`config.mk`:
```
export PLATFORM = sky130hd
export DESIGN_NAME = gshare_branch_predictor
export DESIGN_NICKNAME = d
export VERILOG_FILES = /design/src/rtl/gshare_branch_predictor.sv
export SDC_FILE = /design/constraint.sdc
export NUM_CORES = 1
export LEC_CHECK = 0
export ABC_AREA = 1
export CAP_MARGIN = 10
export CORE_AREA = 2 2 109 111
export DETAILED_ROUTE_END_ITERATION = 10
export DIE_AREA = 0 0 111 113
export MAX_ROUTING_LAYER = met4
export PLACE_DENSITY_LB_ADDON = 0.12
export SLEW_MARGIN = 20
export SYNTH_ARGS = -nofsm -noshare
export SYNTH_HDL_FRONTEND = slang
export SYNTH_HIERARCHICAL = 1
export SYNTH_SLANG_ARGS = --single-unit
```
`constraint.sdc`:
```
create_clock -name clk_i -period 1.5 [get_ports clk_i]
set_input_delay 0.3 -clock clk_i [delete_from_list [all_inputs] [get_ports clk_i]]
set_output_delay 0.3 -clock clk_i [all_outputs]
set_load 0.02 [all_outputs]
```
`src/rtl/gshare_branch_predictor.sv`:
```
// Gshare/bimodal direction predictor: a table of saturating counters indexed by PC
// (optionally XOR global history), trained non-speculatively at branch resolution.

module pht_ctr #(
    parameter int CTR_BITS = 2,
    parameter logic [CTR_BITS-1:0] INIT = '1
) (
    input  logic                clk_i,
    input  logic                rst_i,
    input  logic                en_i,
    input  logic                inc_i,
    output logic [CTR_BITS-1:0] ctr_o
);
    localparam logic [CTR_BITS-1:0] MAX = '1;

    always_ff @(posedge clk_i) begin
        if (!rst_i) begin
            ctr_o <= INIT;
        end else if (en_i) begin
            if (inc_i) begin
                if (ctr_o != MAX) ctr_o <= ctr_o + 1'b1;
            end else if (ctr_o != '0) begin
                ctr_o <= ctr_o - 1'b1;
            end
        end
    end
endmodule

module gshare_branch_predictor #(
    parameter int INDEX_BITS = 4,
    parameter int CTR_BITS   = 2,
    parameter int GHR_BITS   = 4,
    parameter bit GSHARE     = 1'b1,
    parameter int INIT_CTR   = (1 << CTR_BITS) - 1
) (
    input  logic                  clk_i,
    input  logic                  rst_i,
    input  logic [31:0]           lookup_pc_i,
    output logic                  predict_o,
    output logic [INDEX_BITS-1:0] predict_idx_o,
    input  logic                  update_i,
    input  logic [INDEX_BITS-1:0] update_idx_i,
    input  logic                  update_pred_i,
    input  logic                  result_i,
    output logic                  mispredict_o,
    output logic [GHR_BITS-1:0]   ghr_o,
    output logic [31:0]           branch_cnt_o,
    output logic [31:0]           mispredict_cnt_o
);
    localparam int DEPTH = 1 << INDEX_BITS;
    localparam logic [CTR_BITS-1:0] INIT_VAL = CTR_BITS'(INIT_CTR);

    logic [DEPTH-1:0][CTR_BITS-1:0] ctr;
    logic [GHR_BITS-1:0]            ghr_q;
    logic [GHR_BITS-1:0]            ghr_nxt;
    logic [INDEX_BITS-1:0]          pc_idx;
    logic [INDEX_BITS-1:0]          ghr_ext;
    logic                           unused_pc;

    assign pc_idx    = lookup_pc_i[INDEX_BITS+1:2];
    assign ghr_ext   = INDEX_BITS'(ghr_q);
    assign unused_pc = ^{lookup_pc_i[31:INDEX_BITS+2], lookup_pc_i[1:0]};

    assign predict_idx_o = GSHARE ? (pc_idx ^ ghr_ext) : pc_idx;
    // No bypass: a same-cycle update to this index shows up only next cycle.
    assign predict_o     = ctr[predict_idx_o][CTR_BITS-1];
    assign mispredict_o  = update_i & (update_pred_i ^ result_i);
    assign ghr_o         = ghr_q;

    generate
        for (genvar e = 0; e < DEPTH; e++) begin : g_pht
            pht_ctr #(.CTR_BITS(CTR_BITS), .INIT(INIT_VAL)) u_ctr (
                .clk_i (clk_i),
                .rst_i (rst_i),
                .en_i  (update_i && (update_idx_i == INDEX_BITS'(e))),
                .inc_i (result_i),
                .ctr_o (ctr[e])
            );
        end

        if (GHR_BITS == 1) begin : g_ghr1
            assign ghr_nxt = result_i;
        end else begin : g_ghrn
            assign ghr_nxt = {ghr_q[GHR_BITS-2:0], result_i};
        end
    endgenerate

    always_ff @(posedge clk_i) begin
        if (!rst_i) begin
            ghr_q            <= '0;
            branch_cnt_o     <= '0;
            mispredict_cnt_o <= '0;
        end else if (update_i) begin
            ghr_q        <= ghr_nxt;
            branch_cnt_o <= branch_cnt_o + 32'd1;
            if (mispredict_o) mispredict_cnt_o <= mispredict_cnt_o + 32'd1;
        end
    end
endmodule

```
==> results of run 1 <==
==> sequential cells by signal, indices dropped and copies added, names as in the netlist <==
name               cells
g_pht.u_ctr/ctr_o     32
branch_cnt_o          32
ghr_o                  4
mispredict_cnt_o      32
==> cell type report <==
cell class,count,share of cell area [%]
inverter,124,5.92
tap,143,2.27
multi-input combinational,683,44.4
clock buffer,13,3.18
sequential,100,25.8
clock inverter,3,0.270
timing repair buffer,169,18.1
==> stage by stage <==
stage               total power [mW]  hold slack [ns]
floorplan                       3.08            0.384
global placement                3.37            0.478
detailed placement              3.37            0.487
CTS                             5.54            0.384
global route                    5.78            0.418
finish                          5.56            0.375
==> cells by family after synthesis <==
logic type / count (synthesis) / synth area share [%]
compound gates: 64 / 5.79
xor+xnor: 10 / 1.50
simple gates: 607 / 48.8
buf+inv: 136 / 9.22
flops: 100 / 34.3
fa+ha+maj: 2 / 0.429
==> synth_stat cells (all sizes together) (4+ instances only) <==
cell	instances	share of area [%]
nor3	29	3.0
nand3	133	13
buf	5	0.62
inv	124	8.0
o21ai	23	2.0
a21oi	34	2.9
nor2	162	11
nand2	242	16
xnor2	6	0.90
nand4	19	2.0
clkbuf	7	0.62
nand3b	18	2.4
xor2	4	0.60
dfxtp	100	34
==> where the power goes <==
part | switching [mW] | internal [mW] | leakage, nW
clock | 1.01 | 1.18 | 0.130
sequential | 0.0298 | 2.69 | 0.819
combinational | 0.367 | 0.285 | 2.87
total | 1.41 | 4.15 | 3.82
==> path summary, 6_finish.rpt <==
| kind | to | slack (ns) | cells after the start |
|---|---|---|---|
| min | mispredict_cnt_o[10] | 0.38 | 3 |
| max reg2reg | branch_cnt_o[24] | 0.08 | 8 |
| min reg2reg | branch_cnt_o[8] | 0.48 | 2 |
| max | predict_o | -0.46 | 9 |
==> per-layer routing <==
layer	global-route usage (%)	share of wire (%)
met4	5.17	0.90
met1	33.1	48
met3	5.09	4.0
met5	-	0
met2	40.1	47
==> worst max-delay path: stages (launching register included) <==
cell and delay (ns):
dfxtp_4 0.38, inv_2 0.05, nand2_2 0.07, nand2_4 0.06, buf_6 0.13, o211ai_1 0.22
nand3_1 0.13, nand3_1 0.09, nand2_1 0.06, buf_6 0.13
==> repair_timing <==
action | CTS | global route
setup buffers | 4 | 6
resized for setup | 121 | 71
pin swaps | 8 | 9
cloned | 0 | 0
endpoints found under the setup margin | 136 | 57
hold buffers | 0 | 0
==> impl_metrics.py, run 1 <==
metrics = {
    "final_layout": {
        "regArea_um2": 2030,
        "final_cell_mix": "nand2_1 (230), nor2_1 (138), inv_1 (116)",
        "num-fill-cells": 1009,
        "diodes": 0,
        "stdcell_count": 1235,
        "design_area_um2": 7870,
        "fin_nets": 1130,
        "drive_gt1_share_pct": 19.3,
        "final_core_util_pct": 69.8,
        "multi_input_area_um2": 3490,
        "area_growth_pct": 34.8,
        "final_common_cell": "nand2_1",
    },
    "die": {
        "die_height_um": 113,
        "die-width_um": 111,
        "core_um2": 11300,
        "die_area_um2": 12500,
        "rows": 39,
        "ios": 115,
        "start_util_pct": 51.8,
    },
    "clock_tree": {
        "clockRootBuffer": "clkbuf_16",
        "clock_latency_ns": 0.35,
        "cts_tree": "done",
        "cts.clk_slew.worst_paths_ns": 0.07,
        "cts_buffers": 9,
        "numClockSinks": 100,
        "cts_max_path_buffers": 2,
        "htree_levels": 3,
    },
    "power_and_ir_drop": {
        "vdd_drop_max_mv": 0.671,
        "powerDensity_nw_per_um2": 706,
        "leakage_nw": 3.82,
    },
    "placed_design": {
        "io_buffers": 86,
        "hpwl_um": 11000,
        "numPlacedInstances": 1211,
        "dpl_cell_area_um2": 7390,
        "gp_congestion": 0.957,
        "place_ws_ns": -0.876,
    },
    "synth": {
        "synth-edff-count": 0,
        "synthesis.nets": 962,
        "synth_seq_cells": 100,
        "postSynthAreaPerCell_um2": 6.35,
        "syn-cell-area_um2": 5840,
        "ys_warn_count": 6,
        "ys_seq_area_share_pct": 34.3,
        "syn_inst": 919,
        "ys_types": 35,
        "async_flop_share_pct": 0,
        "ys.flop_type": "dfxtp_1",
    },
    "timing": {
        "finalClockSkew_ns": 0.00962,
        "final_max_slew_viol_count": 0,
        "fin_crit_sh_pct": 131,
        "min_period_ns": 1.96,
        "tightest_slew_ns": 0.343,
        "timing.fmax_ghz": 0.510,
        "finalSetupViolCount": 3,
        "relSlewSlack_pct": 77.2,
        "hold_violations": 0,
        "setup_ws_ns": -0.461,
        "fin_tns_setup_ns": -0.543,
        "rsz0062_at_grt": "true",
    },
    "critical_path": {
        "critPathKind": "reg2out",
        "cp.required_ns": 1.20,
        "crit_fanout": 7,
        "endpoint_kind": "output pin",
        "worstSetupStartpointType": "register",
        "cp.arrival_ns": 1.66,
        "cp-startpoint": "ghr_o[0]",
        "rr_startpoint": "branch_cnt_o[0]",
    },
    "routing": {
        "drt_wl_total_um": 15200,
        "via_count": 6234,
        "drc_errors": 0,
        "drt-vias-per-instance": 5.05,
        "wl_per_cell_um": 12.3,
        "ant_nets": 0,
        "initialDrtViolationCount": 343,
        "dr.pass1.iters": 5,
    },
    "grt": {
        "grt_overflow": 0,
        "grt_pass1_wl_um": 25400,
        "grt.total_usage_pct": 25.0,
        "antenna_found_initial": 0,
        "grt_start_max_net_pins": 33,
        "grt_pass1_vias": 5513,
    },
    "run_status": {
        "violations": "setup timing",
        "outcome": "finished with violations",
    },
    "hold_path": {
        "hp-class": "in2reg",
        "worstHoldStart": "rst_i",
    },
    "flow_run": {
        "drv_cap": 0,
    },
}
Power figures use the tool's default switching activity.
==> run 2: changes to the inputs <==
--- a/config.mk
+++ b/config.mk
@@ -11,7 +11,8 @@
 export DETAILED_ROUTE_END_ITERATION = 10
 export DIE_AREA = 0 0 111 113
 export MAX_ROUTING_LAYER = met4
-export PLACE_DENSITY_LB_ADDON = 0.12
+export PLACE_DENSITY_LB_ADDON = 0.1
+export SETUP_SLACK_MARGIN = 0.4
 export SLEW_MARGIN = 20
 export SYNTH_ARGS = -nofsm -noshare
 export SYNTH_HDL_FRONTEND = slang
==> run 2 against run 1 <==
Against the previous run: the flow still finishes with violations (setup timing); routed wire length rose by 76%; utilization increased by 21 points; sequential share of layout area is 3.9 points lower; sequential power shrank 3%; critical path depth is 2 higher; global-route usage increased by 6.3 points; die area did not move; non-clock buffer count up 87; register-to-register slack worse by 0.22 ns; fmax fell by 3.6%; final area increased by 30%.
==> impl_metrics.py, run 2 (synthesized netlist as in run 1, its figures left out) <==
metrics = {
    "final_layout": {
        "diodes": 0,
        "reg_top3": "branch_cnt_o: 32 flops, g_pht.u_ctr/ctr_o: 32 flops, mispredict_cnt_o: 32 flops",
        "drive_gt1_share_pct": 49.8,
        "final_common_cell": "nand2_1",
        "fin_nets": 1217,
        "area_growth_pct": 74.6,
        "final_cell_mix": "nand2_1 (184), buf_6 (137), inv_1 (103)",
    },
    "routing": {
        "ant_nets": 0,
        "dr.pass1.iters": 6,
        "drc_errors": 0,
        "initialDrtViolationCount": 953,
        "wl_per_cell_um": 20.2,
        "drt_wl_total_um": 26700,
        "via_count": 7985,
        "drt-vias-per-instance": 6.04,
    },
    "die": {
        "start_util_pct": 51.8,
        "die_area_um2": 12500,
        "die_height_um": 113,
        "core_um2": 11300,
        "rows": 39,
        "ios": 115,
        "die-width_um": 111,
    },
    "hold_path": {
        "worstHoldStart": "rst_i",
        "holdPathStages": 3,
        "hp-class": "in2reg",
        "hold_end": "g_pht[3].u_ctr/ctr_o[1]",
    },
    "clock_tree": {
        "cts.clk_slew.worst_paths_ns": 0.07,
        "htree_levels": 3,
        "clock_latency_ns": 0.39,
        "cts_tree": "done",
        "cts_buffers": 9,
        "cts_hold_buffers": 0,
        "cts_max_path_buffers": 2,
        "numClockSinks": 100,
        "clockRootBuffer": "clkbuf_16",
    },
    "critical_path": {
        "cp.required_ns": 1.20,
        "reg2reg_to": "branch_cnt_o[24]",
        "worstSetupStartpointType": "register",
        "r2r_cells": 7,
        "path_cells": "inv_2, nand2_2, nand2_4, buf_4, nand2_1, nand2_1, nand2_1, nand3_2, nand3_2, nand2_2, buf_6",
        "slowest_stage": "dfxtp_4",
        "worst_path_most_repeated_cell": "nand2_1",
        "crit_fanout": 5,
        "rr_startpoint": "branch_cnt_o[6]",
        "max_stage_delay_ns": 0.36,
        "endpoint_kind": "output pin",
        "cp.arrival_ns": 1.73,
        "critPathKind": "reg2out",
        "rrSetupSlack_ns": -0.14,
    },
    "timing": {
        "finalClockSkew_ns": 0.0240,
        "finalSetupViolCount": 13,
        "fin_crit_sh_pct": 136,
        "hold_violations": 0,
        "relSlewSlack_pct": 68.2,
        "tightest_slew_ns": 0.473,
        "whs_ns": 0.404,
        "setup_ws_ns": -0.534,
        "rsz0062_at_grt": "true",
        "timing.fmax_ghz": 0.492,
        "min_period_ns": 2.03,
        "final_max_slew_viol_count": 0,
    },
    "grt": {
        "grt_pass1_wl_um": 31200,
        "grt.total_usage_pct": 31.3,
        "grt_pass1_vias": 6700,
        "grt_start_max_net_pins": 50,
        "grt_overflow": 0,
        "antenna_found_initial": 0,
    },
    "power_and_ir_drop": {
        "p_total_mw": 6.06,
        "vdd_drop_max_mv": 0.555,
        "powerDensity_nw_per_um2": 594,
        "leakage_nw": 4.78,
    },
    "run_status": {
        "outcome": "finished with violations",
        "violations": "setup timing",
    },
    "flow_run": {
        "drv_cap": 0,
    },
    "placed_design": {
        "gp_congestion": 0.887,
        "hpwl_um": 11600,
        "io_buffers": 86,
    },
}
## run 2: worst max path at each step
stage	slack (ns)	depth (start not counted)	endpoint	from
2_1_floorplan	0.12	10	predict_o	ghr_o[0]
3_3_place_gp	-0.93	12	predict_o	lookup_pc_i[2]
3_5_place_dp	-0.95	12	predict_o	lookup_pc_i[2]
4_1_cts	-0.37	8	predict_o	ghr_o[0]
5_1_grt	-0.58	11	predict_o	ghr_o[0]
6_report	-0.53	11	predict_o	ghr_o[0]
## run 2: layer usage
layer,share of wire [%],global-route usage (%)
met1,35,36.8
met2,48,53.1
met3,9.3,3.70
met4,8.1,16.4
met5,0,-
## run 2: stage by stage
stage	setup TNS, ns	cell area (µm²)	cells	setup WS (ns)	utilization [%]
4_1_cts	-0.518	9270	1268	-0.365	82.2
2_1_floorplan	0	6480	919	0.117	-
5_1_grt	-2.66	10200	1322	-0.578	90.4
3_3_place_gp	-38.18	7870	1197	-0.928	69.8
6_report	-1.36	10200	1322	-0.534	90.4
3_5_place_dp	-39.31	7870	1197	-0.953	69.8
## run 2: repair_timing
| item | 4_1_cts | 5_1_grt |
|---|---|---|
| gates cloned | 1 | 0 |
| resized for setup | 636 | 146 |
| endpoints found under the setup margin | 171 | 164 |
| setup buffers | 54 | 54 |
| pin swaps | 87 | 88 |
## run 2: cell type report
class | instances | area (µm²)
repair buffers | 256 | 2500
well taps | 143 | 179
clock inverters | 4 | 48.8
flip-flops and latches | 100 | 2230
inverters | 124 | 483
fillers | 485 | 1080
clock buffers | 12 | 246
multi-input cells | 683 | 4500
## run 2: critical path: cells and delay by family (launching register included)
kind | cells | cell delay [ns]
buf+inv | 3 | 0.34
flops | 1 | 0.36
simple gates | 8 | 0.68
## run 2: power breakdown
part,switching [mW],leakage (nW),internal [mW],total [mW]
logic,0.529,3.77,0.401,0.930
clock network,1.15,0.143,1.34,2.49
registers,0.0449,0.860,2.59,2.63
total,1.73,4.78,4.33,6.06
==> run 3: changes to the inputs <==
--- a/config.mk
+++ b/config.mk
@@ -18,3 +18,4 @@
 export SYNTH_HDL_FRONTEND = slang
 export SYNTH_HIERARCHICAL = 1
 export SYNTH_SLANG_ARGS = --single-unit
+export TNS_END_PERCENT = 5
==> run 3 against run 2 <==
Against the previous run: sequential power about the same; final cell count down 5.8%; final area decreased by 10%; the run still ends with setup timing left; total power fell by 4.5%; critical path type unchanged; critical endpoint unchanged; clock power shrank 6%; hold slack got worse by 0.028 ns; largest power group unchanged; combinational power fell by 14%; die area did not move; global-route usage down 4.1 points; flip-flop and latch count did not move.
==> impl_metrics.py, run 3 (synthesized netlist as in run 1, its figures left out) <==
metrics = {
    "run_status": {
        "outcome": "finished with violations",
        "violations": "setup timing",
    },
    "timing": {
        "setup_ws_ns": -0.460,
        "timing.fmax_ghz": 0.510,
        "tightest_slew_ns": 0.340,
        "finalClockSkew_ns": 0.00818,
        "min_period_ns": 1.96,
        "final_max_slew_viol_count": 0,
        "rsz0062_at_grt": "true",
        "finalSetupViolCount": 4,
        "hold_violations": 0,
        "relSlewSlack_pct": 77.3,
        "fin_crit_sh_pct": 131,
    },
    "die": {
        "die-width_um": 111,
        "ios": 115,
        "start_util_pct": 51.8,
        "die_height_um": 113,
        "core_um2": 11300,
        "rows": 39,
        "die_area_um2": 12500,
    },
    "critical_path": {
        "cp.required_ns": 1.20,
        "crit_fanout": 5,
        "worstSetupStartpointType": "register",
        "endpoint_kind": "output pin",
        "critPathKind": "reg2out",
        "cp.arrival_ns": 1.66,
    },
    "power_and_ir_drop": {
        "switching_share_pct": 26.4,
        "intPower_mw": 4.26,
        "clkPwrFrac_pct": 40.5,
        "leakage_nw": 4.10,
        "p_comb_share_pct": 13.8,
        "vdd_drop_max_mv": 0.712,
        "powerDensity_nw_per_um2": 633,
        "pwr-share-seq_pct": 45.7,
        "p_sw_mw": 1.52,
    },
    "routing": {
        "via_count": 6704,
        "drt_wl_total_um": 18500,
        "initialDrtViolationCount": 504,
        "dr.pass1.iters": 5,
        "ant_nets": 0,
        "wl_per_cell_um": 14.8,
        "drc_errors": 0,
        "drt-vias-per-instance": 5.38,
    },
    "clock_tree": {
        "htree_levels": 3,
        "cts_buffers": 9,
        "cts.clk_slew.worst_paths_ns": 0.07,
        "cts_tree": "done",
        "clock_latency_ns": 0.36,
        "clockRootBuffer": "clkbuf_16",
        "cts_max_path_buffers": 2,
        "numClockSinks": 100,
    },
    "final_layout": {
        "area_growth_pct": 56.6,
        "regArea_um2": 2210,
        "final_core_util_pct": 81.1,
        "fin_nets": 1140,
        "num-fill-cells": 751,
        "final_common_cell": "nand2_1",
        "stdcell_count": 1245,
        "final_cell_mix": "nand2_1 (189), inv_1 (106), nor2_1 (105)",
        "diodes": 0,
        "multi_input_area_um2": 4220,
        "drive_gt1_share_pct": 42.4,
        "reg_top3": "branch_cnt_o: 32 flops, g_pht.u_ctr/ctr_o: 32 flops, mispredict_cnt_o: 32 flops",
    },
    "grt": {
        "grt.met2_usage_pct": 45.2,
        "use_met3_pct": 3.64,
        "grt_pass1_wl_um": 27500,
        "grt_overflow": 0,
        "grt_start_max_net_pins": 33,
        "grt_use_met1_pct": 33.5,
        "grt.total_usage_pct": 27.3,
        "top_usage_layer": "met2",
        "antenna_found_initial": 0,
        "grt_pass1_vias": 6064,
    },
    "flow_run": {
        "drv_cap": 0,
    },
    "hold_path": {
        "hp-class": "in2reg",
    },
    "placed_design": {
        "hpwl_um": 11500,
        "gp_congestion": 0.892,
        "io_buffers": 86,
        "numPlacedInstances": 1202,
        "place_ws_ns": -0.900,
    },
}
run 3: cell types whose count changed in the layout (fill, tap and decap cells not counted), sizes merged:
| cell | previous run | this run |
|---|---|---|
| buf | 248 | 171 |
| clkinvlp | 1 | 0 |
| clkbuf | 16 | 19 |
| bufinv | 1 | 0 |
| clkinv | 2 | 1 |
run 3: timing repair:
| action | 4_1_cts | 5_1_grt |
|---|---|---|
| hold buffers | 0 | 0 |
| setup buffers | 8 | 18 |
| resized for setup | 687 | 162 |
| cloned | 1 | 0 |
| endpoints found under the setup margin | 172 | 163 |
| pin swaps | 172 | 138 |
run 3: layer usage:
metal	wire length (µm)	share of wire (%)
met1	7740	42
met2	9260	50
met3	913	4.9
met4	561	3.0
met5	0	0
run 3: area by class of cell:
cell class,count,share of cell area [%]
multi-input combinational,683,46.1
sequential,100,24.2
timing repair buffer,179,19.1
inverter,124,5.37
clock buffer,15,3.15
tap,143,1.96
clock inverter,1,0.0548
run 3: power groups by stage:
stage               sequential, mW  combinational, mW  clock, mW
floorplan                     2.80              0.296          0
global placement              2.78              0.579          0
detailed placement            2.78              0.584          0
CTS                           2.66              0.661       2.36
global route                  2.64              0.860       2.49
finish                        2.64              0.799       2.34
run 3: worst paths after layout:
kind | slack [ns] | endpoint | cells after the start | from
worst max-delay path | -0.46 | predict_o | 9 | ghr_o[0]
worst min-delay path | 0.38 | branch_cnt_o[0] | 3 | update_i
worst max register to register | 0.03 | mispredict_cnt_o[30] | 8 | mispredict_cnt_o[0]
worst min register to register | 0.47 | mispredict_cnt_o[9] | 1 | mispredict_cnt_o[9]
run 3: metrics by stage:
stage / TNS, ns / instance area (µm²) / power [mW] / hold WS (ns)
6_report: -0.622 / 9140 / 5.78 / 0.376
5_1_grt: -0.843 / 9140 / 6.00 / 0.394
4_1_cts: -0.566 / 8430 / 5.68 / 0.359
3_5_place_dp: -36.68 / 7400 / 3.36 / 0.460
3_3_place_gp: -34.94 / 7400 / 3.36 / 0.453
2_1_floorplan: 0 / 5930 / 3.09 / 0.384
run 3: worst max-delay path: stages, from the launching register on:
cell and delay (ns):
dfxtp_4 0.37, inv_4 0.04, nand2_4 0.05, nand2_4 0.06
buf_6 0.13, o211ai_1 0.20, nand3_1 0.15, nand3_2 0.11
nand2_2 0.06, buf_6 0.13
